## config.mk

```make
export PLATFORM = sky130hd
export DESIGN_NAME = acc_frame_serializer
export DESIGN_NICKNAME = d
export VERILOG_FILES = /design/src/rtl/acc_frame_pkg.sv /design/src/rtl/acc_frame_byte_sel.sv /design/src/rtl/acc_frame_serializer.sv
export SDC_FILE = /design/constraint.sdc
export NUM_CORES = 1
export LEC_CHECK = 0
export CAP_MARGIN = 20
export CORE_MARGIN = 2
export CORE_UTILIZATION = 39
export DETAILED_ROUTE_END_ITERATION = 8
export GPL_ROUTABILITY_DRIVEN = 0
export PLACE_DENSITY = 0.77
export SETUP_SLACK_MARGIN = 0.1
export SLEW_MARGIN = 20
export SYNTH_ARGS = -nofsm -noshare
export SYNTH_HDL_FRONTEND = slang
export SYNTH_SLANG_ARGS = --single-unit
```

## constraint.sdc

```tcl
create_clock -name ReadClock -period 2.1 [get_ports ReadClock]
set_input_delay 0.42 -clock ReadClock [delete_from_list [all_inputs] [get_ports ReadClock]]
set_output_delay 0.42 -clock ReadClock [all_outputs]
set_load 0.02 [all_outputs]
```

## src/rtl/acc_frame_pkg.sv

```systemverilog
// Shared types and defaults for the accumulator frame serializer.
// The checksum state only exists when CHECKSUM_EN is defined.
package acc_frame_pkg;

  localparam logic [7:0] HDR_BYTE_DEF   = 8'h80;
  localparam logic [7:0] START_CODE_DEF = 8'h02;
  localparam logic [7:0] END_CODE_DEF   = 8'h01;

  typedef enum logic [3:0] {
    ST_IDLE,
    ST_HDR0,
    ST_HDR1,
    ST_PAYLOAD,
    ST_POP,
    ST_CHECK,
`ifdef CHECKSUM_EN
    ST_CSUM,
`endif
    ST_TRL0,
    ST_TRL1
  } state_t;

  function automatic int w8(input int word_bytes);
    return word_bytes * 8;
  endfunction

endpackage

```

## src/rtl/acc_frame_byte_sel.sv

```systemverilog
// Combinational byte picker: byte byte_idx (0 = most significant) of channel ch's word.
// Out-of-range selects return zero.
module acc_frame_byte_sel
  import acc_frame_pkg::*;
#(
  parameter int NUM_CH     = 4,
  parameter int WORD_BYTES = 2,
  parameter int CW         = 2,
  parameter int BW         = 1
) (
  input  logic [NUM_CH*WORD_BYTES*8-1:0] ch_data,
  input  logic [CW-1:0]                  ch,
  input  logic [BW-1:0]                  byte_idx,
  output logic [7:0]                     byte_out
);

  localparam int W8 = w8(WORD_BYTES);

  always_comb begin
    byte_out = '0;
    for (int c = 0; c < NUM_CH; c++) begin
      for (int b = 0; b < WORD_BYTES; b++) begin
        if (ch == CW'(c) && byte_idx == BW'(b)) begin
          byte_out = ch_data[c*W8 + (WORD_BYTES-1-b)*8 +: 8];
        end
      end
    end
  end

endmodule

```

## src/rtl/acc_frame_serializer.sv

```systemverilog
// Frames enabled accumulator channels into a byte stream (header, records, optional CHECKSUM_EN sum, trailer).
// Registered valid/ready output, one byte per transfer; ByteReady low stalls the FSM with no channel pops.
module acc_frame_serializer
  import acc_frame_pkg::*;
#(
  parameter int         NUM_CH     = 4,
  parameter int         WORD_BYTES = 2,
  parameter logic [7:0] HDR_BYTE   = HDR_BYTE_DEF,
  parameter logic [7:0] START_CODE = START_CODE_DEF,
  parameter logic [7:0] END_CODE   = END_CODE_DEF
) (
  input  logic                          ReadClock,
  input  logic                          Reset,
  input  logic [NUM_CH*WORD_BYTES*8-1:0] ChData,
  input  logic [NUM_CH-1:0]             ChReady,
  output logic [NUM_CH-1:0]             ChRead,
  input  logic [NUM_CH-1:0]             ChMask,
  input  logic [7:0]                    MaxRecords,
  output logic [7:0]                    ByteData,
  output logic                          ByteValid,
  input  logic                          ByteReady,
  output logic                          Busy,
  output logic                          FrameDone,
  output logic [7:0]                    RecordCount
);

  localparam int CW = (NUM_CH > 1) ? $clog2(NUM_CH) : 1;
  localparam int BW = (WORD_BYTES > 1) ? $clog2(WORD_BYTES) : 1;

  state_t              state;
  logic [NUM_CH-1:0]   mask_q;
  logic [CW-1:0]       cur_ch;
  logic [BW-1:0]       byte_idx;
`ifdef CHECKSUM_EN
  logic [7:0]          csum;
`endif

  logic                xfer;
  logic                last_byte;
  logic                all_ready;
  logic                cap_ok;
  logic [CW-1:0]       first_ch;
  logic [CW-1:0]       next_ch;
  logic                has_next;
  logic [NUM_CH-1:0]   cur_onehot;
  logic [CW-1:0]       sel_ch;
  logic [BW-1:0]       sel_byte;
  logic [7:0]          sel_out;

  assign xfer      = ByteValid & ByteReady;
  assign last_byte = (byte_idx == BW'(WORD_BYTES-1));
  assign all_ready = ((ChReady & mask_q) == mask_q);
  assign cap_ok    = (MaxRecords == 8'd0) || (RecordCount < MaxRecords);
  assign Busy      = (state != ST_IDLE);

  // Descending scan so the lowest enabled index wins for both searches.
  always_comb begin
    first_ch = '0;
    next_ch  = '0;
    has_next = 1'b0;
    for (int c = NUM_CH-1; c >= 0; c--) begin
      if (mask_q[c]) begin
        first_ch = CW'(c);
        if (c > int'(cur_ch)) begin
          next_ch  = CW'(c);
          has_next = 1'b1;
        end
      end
    end
  end

  always_comb begin
    cur_onehot = '0;
    for (int c = 0; c < NUM_CH; c++) begin
      cur_onehot[c] = (cur_ch == CW'(c));
    end
  end

  // The mux always looks one byte ahead of what is on ByteData.
  always_comb begin
    sel_ch   = cur_ch;
    sel_byte = byte_idx + BW'(1);
    case (state)
      ST_POP: begin
        sel_ch   = next_ch;
        sel_byte = '0;
      end
      ST_CHECK: begin
        sel_ch   = first_ch;
        sel_byte = '0;
      end
      default: ;
    endcase
  end

  acc_frame_byte_sel #(
    .NUM_CH     (NUM_CH),
    .WORD_BYTES (WORD_BYTES),
    .CW         (CW),
    .BW         (BW)
  ) u_byte_sel (
    .ch_data  (ChData),
    .ch       (sel_ch),
    .byte_idx (sel_byte),
    .byte_out (sel_out)
  );

  always_ff @(posedge ReadClock) begin
    if (Reset) begin
      state       <= ST_IDLE;
      mask_q      <= '0;
      cur_ch      <= '0;
      byte_idx    <= '0;
      ChRead      <= '0;
      ByteData    <= '0;
      ByteValid   <= 1'b0;
      FrameDone   <= 1'b0;
      RecordCount <= '0;
`ifdef CHECKSUM_EN
      csum        <= '0;
`endif
    end else begin
      ChRead    <= '0;
      FrameDone <= 1'b0;
      case (state)
        ST_IDLE: begin
`ifdef CHECKSUM_EN
          csum <= '0;
`endif
          if (|(ChReady & ChMask)) begin
            mask_q      <= ChMask;
            RecordCount <= '0;
            ByteData    <= HDR_BYTE;
            ByteValid   <= 1'b1;
            state       <= ST_HDR0;
          end
        end
        ST_HDR0: if (xfer) begin
          ByteData <= START_CODE;
          state    <= ST_HDR1;
        end
        // First record goes through CHECK so a partial record is never started.
        ST_HDR1: if (xfer) begin
          ByteValid <= 1'b0;
          state     <= ST_CHECK;
        end
        ST_PAYLOAD: if (xfer) begin
`ifdef CHECKSUM_EN
          csum <= csum + ByteData;
`endif
          if (last_byte) begin
            ByteValid <= 1'b0;
            ChRead    <= cur_onehot;
            state     <= ST_POP;
          end else begin
            byte_idx <= byte_idx + BW'(1);
            ByteData <= sel_out;
          end
        end
        ST_POP: begin
          if (has_next) begin
            cur_ch    <= next_ch;
            byte_idx  <= '0;
            ByteData  <= sel_out;
            ByteValid <= 1'b1;
            state     <= ST_PAYLOAD;
          end else begin
            if (RecordCount != 8'hFF) begin
              RecordCount <= RecordCount + 8'd1;
            end
            state <= ST_CHECK;
          end
        end
        // Entered one cycle after the final pop, so ChReady already reflects it.
        ST_CHECK: begin
          ByteValid <= 1'b1;
          if (all_ready && cap_ok) begin
            cur_ch   <= first_ch;
            byte_idx <= '0;
            ByteData <= sel_out;
            state    <= ST_PAYLOAD;
          end else begin
`ifdef CHECKSUM_EN
            ByteData <= csum;
            state    <= ST_CSUM;
`else
            ByteData <= HDR_BYTE;
            state    <= ST_TRL0;
`endif
          end
        end
`ifdef CHECKSUM_EN
        ST_CSUM: if (xfer) begin
          ByteData <= HDR_BYTE;
          state    <= ST_TRL0;
        end
`endif
        ST_TRL0: if (xfer) begin
          ByteData <= END_CODE;
          state    <= ST_TRL1;
        end
        ST_TRL1: if (xfer) begin
          ByteValid <= 1'b0;
          FrameDone <= 1'b1;
          state     <= ST_IDLE;
        end
        default: begin
          ByteValid <= 1'b0;
          state     <= ST_IDLE;
        end
      endcase
    end
  end

endmodule

```

==> qor.csv, run 1 <==
metric,value,unit
outcome,"complete, no violations",
setup_slack,0.110,ns
via_count,3303,
wire_per_inst,17.2,µm
clock_sink_count,32,
drv_slew,0,
clock_path_buffers,2,
holdCritStartpoint,ChMask[0],
timing.final.crit_period,1.99,ns
post-route-util,71.2,%
arrival,2.18,ns
drt-initial-drc-count,204,
cpPeakStageDelay,0.37,ns
vias_per_cell,5.94,
synth-async-reset-ratio,0,%
drv_cap,0,
initial_core_util,40.2,%
ys_seq_area_share,25.1,%
io_pins,106,
fin_area,4520,µm²
ys_types,59,
yosys_warnings,0,
leakagePower,1.72,nW
cts_hold_buf,0,
cts_buffers,5,
antenna_found_initial,0,
core.rowCount,29,
cp_num_cells,7,
syn_nets,420,
fin_crit_sh,94.8,%
ys_ff_latch,32,
netlist_area,2550,µm²
whs,0.421,ns
synthTopCellsByArea,"dfxtp_1, a21oi_1, mux2i_1, nand2_1, ha_1",
remaining_drc_errors,0,
hp-class,input port to register,
rrSetupSlack,0.11,ns
synth.top_cell.area_share,25.1,%
hpwl,6900,µm
fin_skew,0.0106,ns
hold_depth,3,
firstDrtPassIters,5,
cp_top_family,compound AO/OA/AOI/OAI gates,
dieArea,7200,µm²
htreeDepth,2,
insertion_delay,0.31,ns
setup_viol,0,
cts_tree,done,
r2r-start,mask_q[2],
area_delta_synth_final,77.2,%
start_kind,register,
finalHoldViolations,0,
cp_max_fo,6,
wl,9580,µm
tightestPinTransition,0.520,ns
synth-main-ff-cell,dfxtp_1,
grt_pass1_wl,14400,µm
grt_pass1_vias,3114,
avgSynthCellArea,7.75,µm²
regToRegEndpoint,ByteData[2],
cts-root-buf,clkbuf_8,
max_freq,0.502,GHz
gr-total-overflow,0,
grt_max_degree,20,
layout-drive-gt1-share,28.8,%
cp.required,2.29,ns
grt_use_total,24.5,%
slowest_stage,dfxtp_1,
fp.dieW,84.9,µm
worstSetupPathType,register to register,
reg2regPathDepth,7,
peakVddDrop,356,µV
placed_cell_area,3980,µm²
powerDensity,433,nW/µm²
synth-edff-count,0,
portBuffers,105,
core_area,6350,µm²
rsz0062_at_grt,true,
slew-limit-headroom,65.2,%
path_cells,nand2b_4 -> a21oi_4 -> a31oi_2 -> a21o_4 -> o311ai_2 -> o21ai_1 -> a32o_1,
synth_cells,329,
clkTransAtPathRegs,0.08,ns
place_ws,-0.473,ns
fin_setup_tns,0,ns
cp-end-kind,register,
synth_top_area_cell,dfxtp_1,
worst_hold_path.endpoint,mask_q[0],
cp_num_buf_inv,0,
ant_nets,0,
num_antenna_cells,0,
die_h,84.9,µm
fin_nets,569,
-- final cells by class --
cell class | instances | area (µm²)
clock buffers | 5 | 68.8
clock inverters | 3 | 42.5
fillers | 459 | 1830
inverters | 18 | 67.6
multi-input cells | 263 | 2110
flip-flops and latches | 32 | 659
well taps | 77 | 96.3
repair buffers | 158 | 1480
-- cell usage in the layout (no fill, tap or decap), drive strengths merged, types with 7 or more instances in the layout --
master,n
nand3,10
o221ai,7
inv,18
a21oi,45
nand2,30
ha,8
nor2,24
buf,53
o311ai,8
dfxtp,32
clkdlybuf4s50,92
o21ai,13
o22ai,12
nor3,14
dlymetal6s2s,7
mux2i,16
-- worst max-delay path by stage --
stage	endpoint	start	slack [ns]
floorplan	cur_ch[1]	MaxRecords[2]	0.10
global placement	byte_idx	MaxRecords[2]	-0.35
detailed placement	cur_ch[1]	MaxRecords[2]	-0.47
CTS	ByteData[3]	cur_ch[0]	0.08
global route	ByteData[0]	MaxRecords[4]	0.07
finish	ByteData[2]	mask_q[2]	0.11
-- cells by family after synthesis --
logic type      synth area share [%]
fa+ha+maj                       3.92
simple gates                    21.2
compound gates                  33.7
mux                             8.93
buf+inv                         5.40
xor+xnor                        1.72
flops                           25.1
-- power breakdown --
part	internal [W]	leakage, nW	total, W	switching, W
combinational	0.000369	1.40	0.000680	0.000311
sequential	0.000629	0.264	0.000666	0.0000366
clock	0.000351	0.0541	0.000611	0.000260
-- worst min-delay path: stages --
cell and delay (ns):
dlymetal6s2s_1 0.12, mux2i_1 0.08, nor2_1 0.07
-- flip-flops by register name (all words and copies together) (netlist names) --
| register | flops |
|---|---|
| ByteData | 8 |
| RecordCount | 8 |
| ChRead | 4 |
| mask_q | 4 |
| state | 3 |
| cur_ch | 2 |
| ByteValid | 1 |
| FrameDone | 1 |
| byte_idx | 1 |
-- Yosys cell counts, drive strengths merged, types with 7 or more instances --
library cell	n
a21oi	45
buf	10
dfxtp	32
o22ai	12
nand2	30
mux2i	16
nor2	24
nor3	14
o221ai	7
nand3	10
ha	8
o311ai	8
o21ai	13
inv	18
-- routing by layer --
layer / part of all wire, % / GRT usage, %
met2: 50 / 41.8
met4: 3.1 / 9.38
met3: 7.0 / 5.25
met1: 40 / 30.3
met5: 0 / 0
-- repair_timing --
| item | CTS | global route |
|---|---|---|
| pin swaps | 16 | 27 |
| setup endpoints to repair | 15 | 19 |
| setup buffers | 2 | 4 |
| resized for setup | 27 | 64 |
-- metrics by stage --
stage	cells	power (W)
finish	556	0.00196
floorplan	329	0.000941
CTS	552	0.00188
global route	556	0.00203
detailed placement	542	0.00126
global placement	542	0.00125
(Power assumes the default switching activity.)
==> run 2, diff against run 1 <==
CTS_CLUSTER_DIAMETER = 150   (was unset)
CTS_CLUSTER_SIZE = 12   (was unset)
SLEW_MARGIN = 10   (was 20)
==> results of run 2 <==
Final layout, timing and power as in run 1 (identical DEF).
